**src/rtl/multicycle_ctrl.sv**
```systemverilog
// Multi-cycle MIPS-subset control unit: a Moore FSM that sequences fetch, decode,
// execute, memory and writeback. A bounded wait counter traps stalled memory accesses.
module multicycle_ctrl #(
    parameter int MEM_TIMEOUT = 15
) (
    input  logic       clk,
    input  logic       rst_n,
    input  logic       run,
    input  logic [5:0] opcode,
    input  logic [5:0] funct,
    input  logic       mem_ready,
    output logic       MUXsel,
    output logic [3:0] alu_ctrl,
    output logic       pc_we,
    output logic       ir_we,
    output logic       reg_we,
    output logic       mem_req,
    output logic       mem_we,
    output logic       reg_dst,
    output logic       wb_sel,
    output logic       busy,
    output logic       err
);

    typedef enum logic [2:0] {
        S_IDLE   = 3'd0,
        S_FETCH  = 3'd1,
        S_DECODE = 3'd2,
        S_EXEC   = 3'd3,
        S_MEM    = 3'd4,
        S_WB     = 3'd5,
        S_ERR    = 3'd6
    } state_t;

    localparam int CW = $clog2(MEM_TIMEOUT + 1);
    localparam logic [CW-1:0] CNT_LAST = CW'(MEM_TIMEOUT - 1);
    localparam logic [CW-1:0] CNT_ONE  = CW'(1);

    localparam logic [5:0] OP_RTYPE = 6'h00;
    localparam logic [5:0] OP_ADDI  = 6'h08;
    localparam logic [5:0] OP_LW    = 6'h23;
    localparam logic [5:0] OP_SW    = 6'h2B;

    localparam logic [5:0] FN_ADD = 6'h20;
    localparam logic [5:0] FN_SUB = 6'h22;
    localparam logic [5:0] FN_AND = 6'h24;
    localparam logic [5:0] FN_OR  = 6'h25;
    localparam logic [5:0] FN_SLT = 6'h2A;

    localparam logic [3:0] ALU_ADD = 4'b0010;
    localparam logic [3:0] ALU_SUB = 4'b0110;
    localparam logic [3:0] ALU_AND = 4'b0000;
    localparam logic [3:0] ALU_OR  = 4'b0001;
    localparam logic [3:0] ALU_SLT = 4'b0111;

    state_t          state_q, state_d;
    logic [CW-1:0]   cnt_q, cnt_d;
    logic [5:0]      op_q, op_d;
    logic [5:0]      fn_q, fn_d;

    function automatic logic is_legal(input logic [5:0] op, input logic [5:0] fn);
        logic ok;
        case (op)
            OP_RTYPE: begin
                case (fn)
                    FN_ADD, FN_SUB, FN_AND, FN_OR, FN_SLT: ok = 1'b1;
                    default:                               ok = 1'b0;
                endcase
            end
            OP_ADDI, OP_LW, OP_SW: ok = 1'b1;
            default:               ok = 1'b0;
        endcase
        return ok;
    endfunction

    // Immediate-form instructions always add (address or addi); R-type follows funct.
    function automatic logic [3:0] alu_decode(input logic [5:0] op, input logic [5:0] fn);
        logic [3:0] code;
        if (op == OP_RTYPE) begin
            case (fn)
                FN_ADD:  code = ALU_ADD;
                FN_SUB:  code = ALU_SUB;
                FN_AND:  code = ALU_AND;
                FN_OR:   code = ALU_OR;
                FN_SLT:  code = ALU_SLT;
                default: code = ALU_AND;
            endcase
        end else begin
            code = ALU_ADD;
        end
        return code;
    endfunction

    // State, wait counter and captured instruction fields.
    always_ff @(posedge clk or negedge rst_n) begin
        if (!rst_n) begin
            state_q <= S_IDLE;
            cnt_q   <= '0;
            op_q    <= 6'h00;
            fn_q    <= 6'h00;
        end else begin
            state_q <= state_d;
            cnt_q   <= cnt_d;
            op_q    <= op_d;
            fn_q    <= fn_d;
        end
    end

    // Next-state logic; the counter defaults to zero so every entry into FETCH/MEM starts clean.
    always_comb begin
        state_d = state_q;
        cnt_d   = '0;
        op_d    = op_q;
        fn_d    = fn_q;
        case (state_q)
            S_IDLE: begin
                if (run) begin
                    state_d = S_FETCH;
                end else begin
                    state_d = S_IDLE;
                end
            end
            S_FETCH: begin
                if (mem_ready) begin
                    state_d = S_DECODE;
                end else if (cnt_q == CNT_LAST) begin
                    state_d = S_ERR;
                end else begin
                    cnt_d = cnt_q + CNT_ONE;
                end
            end
            S_DECODE: begin
                op_d = opcode;
                fn_d = funct;
                if (is_legal(opcode, funct)) begin
                    state_d = S_EXEC;
                end else begin
                    state_d = S_ERR;
                end
            end
            S_EXEC: begin
                if ((op_q == OP_LW) || (op_q == OP_SW)) begin
                    state_d = S_MEM;
                end else begin
                    state_d = S_WB;
                end
            end
            S_MEM: begin
                // A ready strobe in the final wait cycle still completes the access.
                if (mem_ready) begin
                    if (op_q == OP_LW) begin
                        state_d = S_WB;
                    end else if (run) begin
                        state_d = S_FETCH;
                    end else begin
                        state_d = S_IDLE;
                    end
                end else if (cnt_q == CNT_LAST) begin
                    state_d = S_ERR;
                end else begin
                    cnt_d = cnt_q + CNT_ONE;
                end
            end
            S_WB: begin
                if (run) begin
                    state_d = S_FETCH;
                end else begin
                    state_d = S_IDLE;
                end
            end
            S_ERR: begin
                state_d = S_ERR;
            end
            default: begin
                state_d = S_IDLE;
            end
        endcase
    end

    // Moore output decode; only the FETCH write enables look at mem_ready.
    always_comb begin
        MUXsel   = 1'b0;
        alu_ctrl = 4'b0000;
        pc_we    = 1'b0;
        ir_we    = 1'b0;
        reg_we   = 1'b0;
        mem_req  = 1'b0;
        mem_we   = 1'b0;
        reg_dst  = 1'b0;
        wb_sel   = 1'b0;
        busy     = 1'b0;
        err      = 1'b0;
        case (state_q)
            S_IDLE: begin
                busy = 1'b0;
            end
            S_FETCH: begin
                busy    = 1'b1;
                mem_req = 1'b1;
                ir_we   = mem_ready;
                pc_we   = mem_ready;
            end
            S_DECODE: begin
                busy = 1'b1;
            end
            S_EXEC: begin
                busy     = 1'b1;
                MUXsel   = (op_q != OP_RTYPE);
                alu_ctrl = alu_decode(op_q, fn_q);
            end
            S_MEM: begin
                busy     = 1'b1;
                mem_req  = 1'b1;
                mem_we   = (op_q == OP_SW);
                MUXsel   = (op_q != OP_RTYPE);
                alu_ctrl = alu_decode(op_q, fn_q);
            end
            S_WB: begin
                busy     = 1'b1;
                reg_we   = 1'b1;
                reg_dst  = (op_q == OP_RTYPE);
                wb_sel   = (op_q == OP_LW);
                MUXsel   = (op_q != OP_RTYPE);
                alu_ctrl = alu_decode(op_q, fn_q);
            end
            S_ERR: begin
                err = 1'b1;
            end
            default: begin
                err = 1'b0;
            end
        endcase
    end

endmodule
```
**config.mk**
```make
export PLATFORM = sky130hd
export DESIGN_NAME = multicycle_ctrl
export DESIGN_NICKNAME = d
export VERILOG_FILES = /design/src/rtl/multicycle_ctrl.sv
export SDC_FILE = /design/constraint.sdc
export NUM_CORES = 1
export LEC_CHECK = 0
export CORE_UTILIZATION = 40
export DETAILED_ROUTE_END_ITERATION = 8
export HOLD_SLACK_MARGIN = 0.12
export PLACE_DENSITY = 0.7
export SETUP_SLACK_MARGIN = 0.05
export SYNTH_ARGS = -nofsm -noshare
export SYNTH_HDL_FRONTEND = slang
export SYNTH_SLANG_ARGS = --single-unit
```
**constraint.sdc**
```tcl
create_clock -name clk -period 1.9 [get_ports clk]
set_input_delay 0.38 -clock clk [delete_from_list [all_inputs] [get_ports clk]]
set_output_delay 0.38 -clock clk [all_outputs]
set_load 0.005 [all_outputs]
```
==> run_results.csv <==
group,metric,value,unit
logic_synthesis,yosysSeqAreaShare,43.8,%
finish,nets,202,
die,num_rows,18,
global_route,grt_pass1_vias,1053,
worst_hold_path,hp-class,"in2async",
die,initial_core_util,43.1,%
job,maxCapViolCount,0,
power,power_density,1330,mW/mm²
finish,drive_gt1_share,44.3,%
logic_synthesis,async_flop_share,100,%
outcome,outcome,"finished with violations",
routing,wl_met1,1390,µm
placed_design,place_congestion,0.830,
finish,fin_area,0.00182,mm²
timing,finalSetupViolCount,7,
logic_synthesis,synth_commonest_cells,"dfrtp_1 (19), nor2_1 (12), nand2_1 (8)",
timing,skew,3.33,ps
routing,drc,0,
logic_synthesis,synth_top_area_share,43.8,%
clock_network,h-tree-depth,1,
critical_path,critPathLaunchType,"flip-flop",
global_route,grt_pass1_wl,4570,µm
outcome,violations,"negative setup slack",
logic_synthesis,syn-num-nets,132,
routing,route.met2.wl,1550,µm
power,leakagePower,0.833,nW
global_route,overflow,0,
timing,post-route-min-period,2340,ps
power,combPwrFrac,62.3,%
finish,areaGrowthSynthToFinish,67.6,%
finish,multiInputGateArea,671,µm²
critical_path,worstPathCellList,"or3_4 -> or4_4 -> buf_6 -> nor3_2 -> buf_2",
critical_path,worstRegToRegCells,11,
placed_design,dp.cells,190,
routing,initialDrtViolationCount,21,
critical_path,worstReg2RegStart,"op_q[0]",
timing,fin_crit_sh,123,%
clock_network,root_buffer,"clkbuf_4",
finish,fin_cells,213,
critical_path,reg2reg_slack,110,ps
finish,regArea,475,µm²
critical_path,cp_data_arrival_time,1960,ps
power,ir_drop,0.927,mV
power,power.internal,0.00152,W
routing,routedWlPerCell,14.4,µm
finish,diodes,0,
critical_path,cp_slowest_cell,"or4_4",
power,p_clk_share,8.7,%
logic_synthesis,yosys_warnings,0,
clock_network,cts_sinks,19,
routing,met3_length,107,µm
global_route,antenna_found_initial,0,
logic_synthesis,synth_edf_count,0,
routing,vias_per_cell,5.29,
finish,nFillCells,186,
logic_synthesis,synthCells,114,
die,dieHeight,54.1,µm
clock_network,cts_tree,"done",
logic_synthesis,syn_area,0.00109,mm²
die,dieArea,0.00293,mm²
die,ios,30,
routing,drtPass1Iterations,5,
critical_path,slowest_delay,520,ps
logic_synthesis,synth_most_common_cell,"dfrtp_1",
placed_design,port-buffer-count,28,
power,p_sw,0.000912,W
timing,final.setup.worst_slack,-439,ps
clock_network,cts-buffers-inserted,3,
global_route,grtUsageTotal,22.0,%
logic_synthesis,ys.flop_type,"dfrtp_1",
logic_synthesis,synth-seq-cells,19,
critical_path,path_class,"reg2out",
die,core-area,0.00252,mm²
timing,maxSlewViolCount,0,
timing,rsz0062_at_grt,"yes",
critical_path,r2r-end,"state_q[0]",
placed_design,place_area,0.00155,mm²
placed_design,place_hpwl,1980,µm
clock_network,cts.clk_slew.worst_paths,110,ps
routing,ant_nets,0,
clock_network,clk_path_buf_depth,2,
critical_path,worstPathMaxFanout,3,
global_route,grt_max_degree,20,
timing,fmax,427,MHz
critical_path,crit_path_end_kind,"output port",
logic_synthesis,yosys.cell_types.count,38,
routing,drt_wl_total,3060,µm
clock_network,clk_latency,300,ps
logic_synthesis,postSynthAreaPerCell,9.53,µm²
power,power,0.00243,W
routing,vias,1126,
logic_synthesis,synth_top_area_cell,"dfrtp_1",
routing,top_layer_used,"met4",
power,p_seq_share,29.0,%
power,power_switching_share,37.5,%
clock_network,ctsHoldBuffers,0,
critical_path,required,1520,ps
logic_synthesis,synthTopCellsByArea,"dfrtp_1 (44%), mux2_2 (6.2%), mux2_1 (5.2%)",
die,die_w,54.1,µm
timing,timing.final.hold_violations,0,
-- power by group through the flow --
| stage | combinational [W] | clock [W] | sequential [W] |
|---|---|---|---|
| after detailed placement | 0.00109 | 0 | 0.000706 |
| after global routing | 0.00162 | 0.000237 | 0.000718 |
| after global placement | 0.00106 | 0 | 0.000692 |
| after CTS | 0.00133 | 0.000214 | 0.000697 |
| after floorplan | 0.000542 | 0 | 0.000681 |
| final | 0.00151 | 0.000212 | 0.000705 |
-- per-stage QoR --
step / hold slack [ps] / setup TNS [ps] / util, % / setup slack (ps)
after CTS: 403 / -2090 / 69.2 / -450
after global routing: 425 / -2510 / 72.2 / -482
after floorplan: 84.4 / 0 / - / 63.1
final: 417 / -2090 / 72.2 / -439
after detailed placement: 481 / -2050 / 61.6 / -458
after global placement: 467 / -1910 / 61.6 / -441
-- final cells by class --
type                            instances  area share, %
Clock buffer                            4           1.44
Inverter                                5           1.17
Multi-Input combinational cell         84           36.8
Sequential cell                        19           26.1
Tap cell                               30           2.06
Timing Repair Buffer                   71           32.4
-- cell usage in the layout, fill, tap and decap left out, drive strengths merged, types with 4 or more instances in the layout --
master	netlist	layout
mux2	11	11
nor2	12	12
nand2	8	8
dfrtp	19	19
clkbuf	3	8
o21ai	4	4
a21oi	7	7
nand2b	4	4
inv	5	5
nor3	7	7
buf	3	49
clkdlybuf4s50	0	15
-- registers in the layout, indices dropped and copies added, names as in the netlist --
name / flops
cnt_q: 4
state_q: 3
op_q: 6
fn_q: 6
-- how the worst max path moves through the flow --
stage,startpoint,end,slack (ps),cells past startpoint
final,op_q[3],alu_ctrl[2],-440,5
after detailed placement,op_q[3],alu_ctrl[0],-460,4
after floorplan,op_q[3],alu_ctrl[0],60,3
after global routing,op_q[3],alu_ctrl[2],-480,5
after CTS,op_q[3],alu_ctrl[2],-450,5
after global placement,op_q[3],alu_ctrl[0],-440,4
-- critical path, delay by kind of cell, from the launching register on --
family / cells / cell delay (ps)
AND/OR/NAND/NOR: 3 / 990
flip-flops: 1 / 390
buffers and inverters: 2 / 270
-- per-layer routing --
metal	track usage, %	vias to the layer above
met5	0	-
met4	5.98	0
met3	3.11	2
met2	37.9	28
met1	28.7	554
li1	-	542
-- cells by family (layout without fill, tap and decap cells) --
logic type	after synthesis	after routing	share of synthesized area, %
AOI/OAI and AO/OA	19	19	10.8
xor gates and xnor gates	2	2	1.61
adders and majority gates	2	2	2.30
buffers and inverters	11	80	4.61
DFF	19	19	43.8
muxes	12	12	12.3
other	1	1	0.345
and+or+nand+nor	48	48	24.2
-- what timing repair did --
action / CTS / global route
pin swaps: 11 / 1
resized for setup: 54 / 17
buffers inserted: 14 / 5
endpoints found under the setup margin: 13 / 12
Power figures use the tool's default switching activity.
